`src/rtl/exe_muldiv.sv`:
```
// exe_muldiv: multi-cycle multiply/divide unit for the execute stage.
// Iterative radix-2 shift-add multiply and restoring divide over operand
// magnitudes, with sign fix-up on entry to DONE. Optional single-cycle multiply.
module exe_muldiv #(
  parameter int unsigned WIDTH    = 32,
  parameter int unsigned FAST_MUL = 0
) (
  input  logic             cpu_clk_50M,
  input  logic             cpu_rst,
  input  logic             start_i,
  input  logic [1:0]       op_i,
  input  logic [WIDTH-1:0] src1_i,
  input  logic [WIDTH-1:0] src2_i,
  input  logic             cancel_i,
  output logic             stall_o,
  output logic             busy_o,
  output logic             valid_o,
  output logic [WIDTH-1:0] hi_o,
  output logic [WIDTH-1:0] lo_o,
  output logic             dz_o
);

  localparam int unsigned CW = $clog2(WIDTH + 1);

  typedef enum logic [1:0] {S_IDLE, S_BUSY, S_DONE} state_t;

  state_t               state_q, state_d;
  logic [CW-1:0]        cnt_q, cnt_d;
  logic [2*WIDTH-1:0]   acc_q, acc_d;     // mul: {partial hi, multiplier}; div: {0, dividend/quotient}
  logic [WIDTH-1:0]     a_q, a_d;         // multiplicand or divisor magnitude
  logic [WIDTH-1:0]     rem_q, rem_d;
  logic [WIDTH-1:0]     hi_q, hi_d, lo_q, lo_d;
  logic                 is_div_q, is_div_d;
  logic                 neg_res_q, neg_res_d;
  logic                 neg_rem_q, neg_rem_d;
  logic                 dz_q, dz_d;

  logic                 accept, s1_neg, s2_neg;
  logic [WIDTH-1:0]     mag1, mag2;
  logic [2*WIDTH-1:0]   fast_prod, mul_next, prod_fix;
  logic [WIDTH:0]       mul_sum, div_shift, div_trial;
  logic [WIDTH-1:0]     quot_step, rem_step;

  // Operand conditioning and one iteration of each datapath.
  always_comb begin
    accept    = (state_q == S_IDLE) & start_i & ~cancel_i;
    s1_neg    = ~op_i[0] & src1_i[WIDTH-1];
    s2_neg    = ~op_i[0] & src2_i[WIDTH-1];
    mag1      = s1_neg ? -src1_i : src1_i;
    mag2      = s2_neg ? -src2_i : src2_i;
    fast_prod = {{WIDTH{s1_neg}}, src1_i} * {{WIDTH{s2_neg}}, src2_i};

    mul_sum   = {1'b0, acc_q[2*WIDTH-1:WIDTH]} + (acc_q[0] ? {1'b0, a_q} : '0);
    mul_next  = {mul_sum, acc_q[WIDTH-1:1]};
    prod_fix  = neg_res_q ? -mul_next : mul_next;

    div_shift = {rem_q, acc_q[WIDTH-1]};
    div_trial = div_shift - {1'b0, a_q};
    if (!div_trial[WIDTH]) begin
      rem_step  = div_trial[WIDTH-1:0];
      quot_step = {acc_q[WIDTH-2:0], 1'b1};
    end else begin
      rem_step  = div_shift[WIDTH-1:0];
      quot_step = {acc_q[WIDTH-2:0], 1'b0};
    end
  end

  // Next-state and datapath update.
  always_comb begin
    state_d   = state_q;
    cnt_d     = cnt_q;
    acc_d     = acc_q;
    a_d       = a_q;
    rem_d     = rem_q;
    hi_d      = hi_q;
    lo_d      = lo_q;
    is_div_d  = is_div_q;
    neg_res_d = neg_res_q;
    neg_rem_d = neg_rem_q;
    dz_d      = dz_q;
    case (state_q)
      S_IDLE: begin
        if (accept) begin
          is_div_d  = op_i[1];
          neg_res_d = s1_neg ^ s2_neg;
          neg_rem_d = s1_neg;
          rem_d     = '0;
          cnt_d     = CW'(WIDTH);
          state_d   = S_BUSY;
          if (!op_i[1]) begin
            a_d   = mag1;
            acc_d = {{WIDTH{1'b0}}, mag2};
            if (FAST_MUL != 0) begin
              {hi_d, lo_d} = fast_prod;
              dz_d         = 1'b0;
              state_d      = S_DONE;
            end
          end else begin
            a_d   = mag2;
            acc_d = {{WIDTH{1'b0}}, mag1};
            if (src2_i == '0) begin
              hi_d    = src1_i;
              lo_d    = '1;
              dz_d    = 1'b1;
              state_d = S_DONE;
            end
          end
        end
      end
      S_BUSY: begin
        if (cancel_i) begin
          state_d = S_IDLE;
        end else begin
          cnt_d = cnt_q - CW'(1);
          if (is_div_q) begin
            acc_d = {acc_q[2*WIDTH-1:WIDTH], quot_step};
            rem_d = rem_step;
          end else begin
            acc_d = mul_next;
          end
          // Sign fix-up is folded into the final iteration so DONE shows the result.
          if (cnt_q == CW'(1)) begin
            state_d = S_DONE;
            dz_d    = 1'b0;
            if (is_div_q) begin
              lo_d = neg_res_q ? -quot_step : quot_step;
              hi_d = neg_rem_q ? -rem_step : rem_step;
            end else begin
              {hi_d, lo_d} = prod_fix;
            end
          end
        end
      end
      S_DONE:  state_d = S_IDLE;
      default: state_d = S_IDLE;
    endcase
  end

  // State and datapath registers with synchronous reset.
  always_ff @(posedge cpu_clk_50M) begin
    if (cpu_rst) begin
      state_q   <= S_IDLE;
      cnt_q     <= '0;
      acc_q     <= '0;
      a_q       <= '0;
      rem_q     <= '0;
      hi_q      <= '0;
      lo_q      <= '0;
      is_div_q  <= 1'b0;
      neg_res_q <= 1'b0;
      neg_rem_q <= 1'b0;
      dz_q      <= 1'b0;
    end else begin
      state_q   <= state_d;
      cnt_q     <= cnt_d;
      acc_q     <= acc_d;
      a_q       <= a_d;
      rem_q     <= rem_d;
      hi_q      <= hi_d;
      lo_q      <= lo_d;
      is_div_q  <= is_div_d;
      neg_res_q <= neg_res_d;
      neg_rem_q <= neg_rem_d;
      dz_q      <= dz_d;
    end
  end

  assign stall_o = accept | (state_q == S_BUSY);
  assign busy_o  = (state_q == S_BUSY);
  assign valid_o = (state_q == S_DONE);
  assign dz_o    = valid_o & dz_q;
  assign hi_o    = hi_q;
  assign lo_o    = lo_q;

endmodule

```
`config.mk`:
```
export PLATFORM = sky130hd
export DESIGN_NAME = exe_muldiv
export DESIGN_NICKNAME = d
export VERILOG_FILES = /design/src/rtl/exe_muldiv.sv
export SDC_FILE = /design/constraint.sdc
export NUM_CORES = 1
export LEC_CHECK = 0
export BUFFER_PORTS_ARGS = -buffer_cell sky130_fd_sc_hd__buf_2
export CAP_MARGIN = 20
export CELL_PAD_IN_SITES_DETAIL_PLACEMENT = 0
export CELL_PAD_IN_SITES_GLOBAL_PLACEMENT = 1
export CORE_AREA = 2 2 167 234
export DETAILED_ROUTE_END_ITERATION = 12
export DIE_AREA = 0 0 169 236
export PLACE_DENSITY_LB_ADDON = 0.1
export SLEW_MARGIN = 0
export SYNTH_ARGS = -nofsm -noshare
export SYNTH_HDL_FRONTEND = slang
export SYNTH_SLANG_ARGS = --single-unit
```
`constraint.sdc`:
```
create_clock -name cpu_clk_50M -period 15.2 [get_ports cpu_clk_50M]
set_input_delay 1.52 -clock cpu_clk_50M [delete_from_list [all_inputs] [get_ports cpu_clk_50M]]
set_output_delay 1.52 -clock cpu_clk_50M [all_outputs]
set_load 0.02 [all_outputs]
```
==> flow_summary_export.csv <==
group,metric,value,unit
synthesis,yosysTopAreaCell,"dfxtp_1",
finish,stdcell_count,3101,
worst_setup_path,critPathLaunchType,"flip-flop",
floorplan,start_util,48.1,%
floorplan,core_area,38100,um^2
power_and_ir_drop,power_density,89.6,nW/um^2
clock_network,clkLatencyLatePin,560,ps
placed_design,dpl.cell_count,3055,
clock_network,clk_transition_reported_paths,60,ps
synthesis,synth_top_area_share,22.3,%
finish,final_util,52.6,%
synthesis,ys_warn_count,0,
timing,drv_slew,0,
routing,vias,20810,
clock_network,cts.hold.buffers_added,0,
clock_network,post_cts_buffers,0,
synthesis,synth_area,18300,um^2
timing,hold_viol_final,0,
synthesis,synth_seq_cells,204,
floorplan,die-area,39900,um^2
synthesis,synth_edf_count,0,
power_and_ir_drop,ir_drop,0.0786,mV
finish,final_nets,2749,
global_routing,grt_pass1_vias,19420,
timing,finalCritPeriodShare,41.3,%
placed_design,dpl_worst_slack,8750,ps
routing,avgRoutedWirePerCell,26.9,um
synthesis,syn_nets,2741,
global_routing,antenna_found_initial,1,
worst_setup_path,worstSetupEndpointType,"flip-flop",
floorplan,ios,138,
synthesis,synthDistinctLibCells,94,
global_routing,grt-ovfl-total,0,
clock_network,cts_root_buf,"clkbuf_16",
global_routing,grtUsageTotal,40.3,%
routing,via_per_inst,6.71,
timing,hold_slack,454,ps
routing,drt-total-wl,83.4,mm
clock_network,clock_path_buffers,3,
clock_network,cts_tree,"done",
worst_setup_path,cp.required,15670,ps
timing,setup_slack,8930,ps
timing,rsz0062_at_grt,"false",
floorplan,die_w,169,um
clock_network,htreeDepth,1,
synthesis,ys_seq_area_share,22.3,%
power_and_ir_drop,total_leakage_power,7.70,nW
clock_network,cts.sinks,204,
routing,drtIter0Drc,1705,
global_routing,grt_max_degree,78,
placed_design,hpwl,63.6,mm
placed_design,place.gp.congestion,1.01,
timing,clock.fmax,159,MHz
worst_setup_path,crit_fanout,37,
min_path,hold_path_class,"flip-flop to flip-flop",
clock_network,cts.repair.resized,0,
status,status,"finished clean",
timing,setup_tns,0,ps
synthesis,syn_area_per_cell,7.05,um^2
floorplan,die_h,236,um
timing,period_needed,6270,ps
timing,fin_skew,14.7,ps
synthesis,synthArstFlopShare,0,%
timing,worst_pin_slew,1170,ps
timing,finalSetupViolCount,0,
clock_network,cts_buffers,25,
finish,fill_cells,3918,
finish,areaGrowthSynthToFinish,9.34,%
routing,detail_route.first_pass.iterations,6,
job,cap_violations,0,
global_routing,grt_first_pass_wirelength,121,mm
routing,antenna_left,0,
worst_setup_path,critical_path_arrival,6750,ps
synthesis,synth_area_leaders,"dfxtp_1, nor2_1, nand2_1",
timing,max_slew_margin,21.8,%
floorplan,rows,85,
placed_design,port_buffers,137,
synthesis,syn-instance-count,2598,
synthesis,ys.flop_type,"dfxtp_1",
routing,drcViolationCount,0,
finish,drive_gt1_share,10.3,%
worst_setup_path,crit_type,"flip-flop to flip-flop",
[power breakdown]
part           leakage [nW]  internal [mW]  switching [mW]
Sequential             1.66          0.560          0.0421
Combinational          5.64          0.176           0.383
Clock                 0.404          0.364           0.268
Total                  7.70           1.10           0.693
[sequential cells by signal (all words and copies together), names as in the netlist]
signal,cells
is_div_q,1
neg_rem_q,1
acc_q,64
neg_res_q,1
lo_o,32
hi_o,32
rem_q,32
a_q,32
cnt_q,6
dz_q,1
state_q,2
[synthesized netlist by cell type (11+ instances only)]
| master | number |
|---|---|
| o211ai_1 | 78 |
| nand3_1 | 51 |
| o31ai_1 | 40 |
| nor3_1 | 92 |
| buf_1 | 20 |
| buf_2 | 22 |
| mux2i_1 | 56 |
| nor2_1 | 364 |
| a21oi_1 | 192 |
| a21o_1 | 25 |
| or4_1 | 11 |
| nand4_1 | 23 |
| a22oi_1 | 53 |
| and3_1 | 19 |
| nand2b_1 | 16 |
| nand2_1 | 290 |
| nor2b_1 | 22 |
| o21a_1 | 15 |
| a31oi_1 | 34 |
| mux2_2 | 16 |
| a311oi_1 | 18 |
| inv_1 | 68 |
| clkbuf_1 | 149 |
| xor2_1 | 79 |
| o22ai_1 | 17 |
| o2111ai_1 | 11 |
| nor4_1 | 27 |
| ha_1 | 71 |
| xnor2_1 | 80 |
| or3_1 | 25 |
| a211oi_1 | 45 |
| dfxtp_1 | 204 |
| o21ai_0 | 154 |
[cell families after synthesis]
kind of cell	synth area share (%)
and+or+nand+nor	25.3
AOI/OAI and AO/OA	30.1
buffers and inverters	5.52
DFF	22.3
xor gates and xnor gates	7.61
adders and majority gates	5.07
muxes	4.05
[final cells by class]
class | instances | area, um^2 | area share, %
Sequential cell | 204 | 4090 | 20.4
Timing Repair Buffer | 172 | 975 | 4.87
Tap cell | 478 | 598 | 2.99
Antenna cell | 1 | 2.50 | 0.0125
Inverter | 71 | 267 | 1.33
Clock buffer | 35 | 723 | 3.61
Multi-Input combinational cell | 2132 | 13300 | 66.3
Clock inverter | 8 | 100 | 0.500
[through the flow]
stage / power [mW] / instance area [um^2]
floorplan: 0.960 / 18300
global placement: 1.15 / 19200
detailed placement: 1.15 / 19200
CTS: 1.78 / 20000
global route: 1.85 / 20000
finish: 1.79 / 20000
[critical path, stage by stage, from the launching register on]
cell      delay, ps
dfxtp_1         530
inv_1           120
ha_1            240
fa_1            460
nor2b_1         260
o311a_1         350
o21ai_1         210
a211oi_2        410
o21a_1          510
nor2_4           80
inv_2            60
buf_4           380
nor2_1           80
a21oi_1         250
ha_1            320
nand2_1          80
nor3b_1         330
a41oi_1         290
nor2_1          470
nand4b_1        160
mux2_2          340
a311oi_1        230
[per-layer routing]
layer | share of wire (%) | track usage [%]
met2 | 47 | 68.4
met4 | 11 | 37.3
met5 | 0 | 0
met1 | 35 | 42.1
met3 | 6.9 | 6.81
[layout by cell type, fill, tap and decap left out, types with 11 or more instances in the layout]
cell / n
mux2i_1: 56
or4_1: 11
buf_2: 136
o21a_1: 15
a21o_1: 25
ha_1: 71
clkbuf_16: 25
xor2_1: 79
o21ai_0: 153
o211ai_1: 78
nor2_1: 363
nand2_1: 290
a22oi_1: 53
inv_1: 68
a211oi_1: 45
o2111ai_1: 11
a21oi_1: 192
or3_1: 25
dfxtp_1: 202
o22ai_1: 17
buf_4: 33
nor2b_1: 22
and3_1: 19
nand3_1: 51
o31ai_1: 40
a311oi_1: 18
mux2_2: 16
nand4_1: 23
nor4_1: 27
a31oi_1: 34
nand2b_1: 15
nor3_1: 92
xnor2_1: 80
[worst paths after layout]
| check | startpoint | endpoint | slack, ps | cells after the start |
|---|---|---|---|---|
| setup / recovery | acc_q[31] | hi_o[28] | 8930 | 21 |
| hold reg to reg | a_q[23] | a_q[23] | 450 | 2 |
| setup reg to reg | acc_q[31] | hi_o[28] | 8930 | 21 |
| hold / removal | a_q[23] | a_q[23] | 450 | 2 |
No activity file was read; power rests on OpenSTA's default activity.
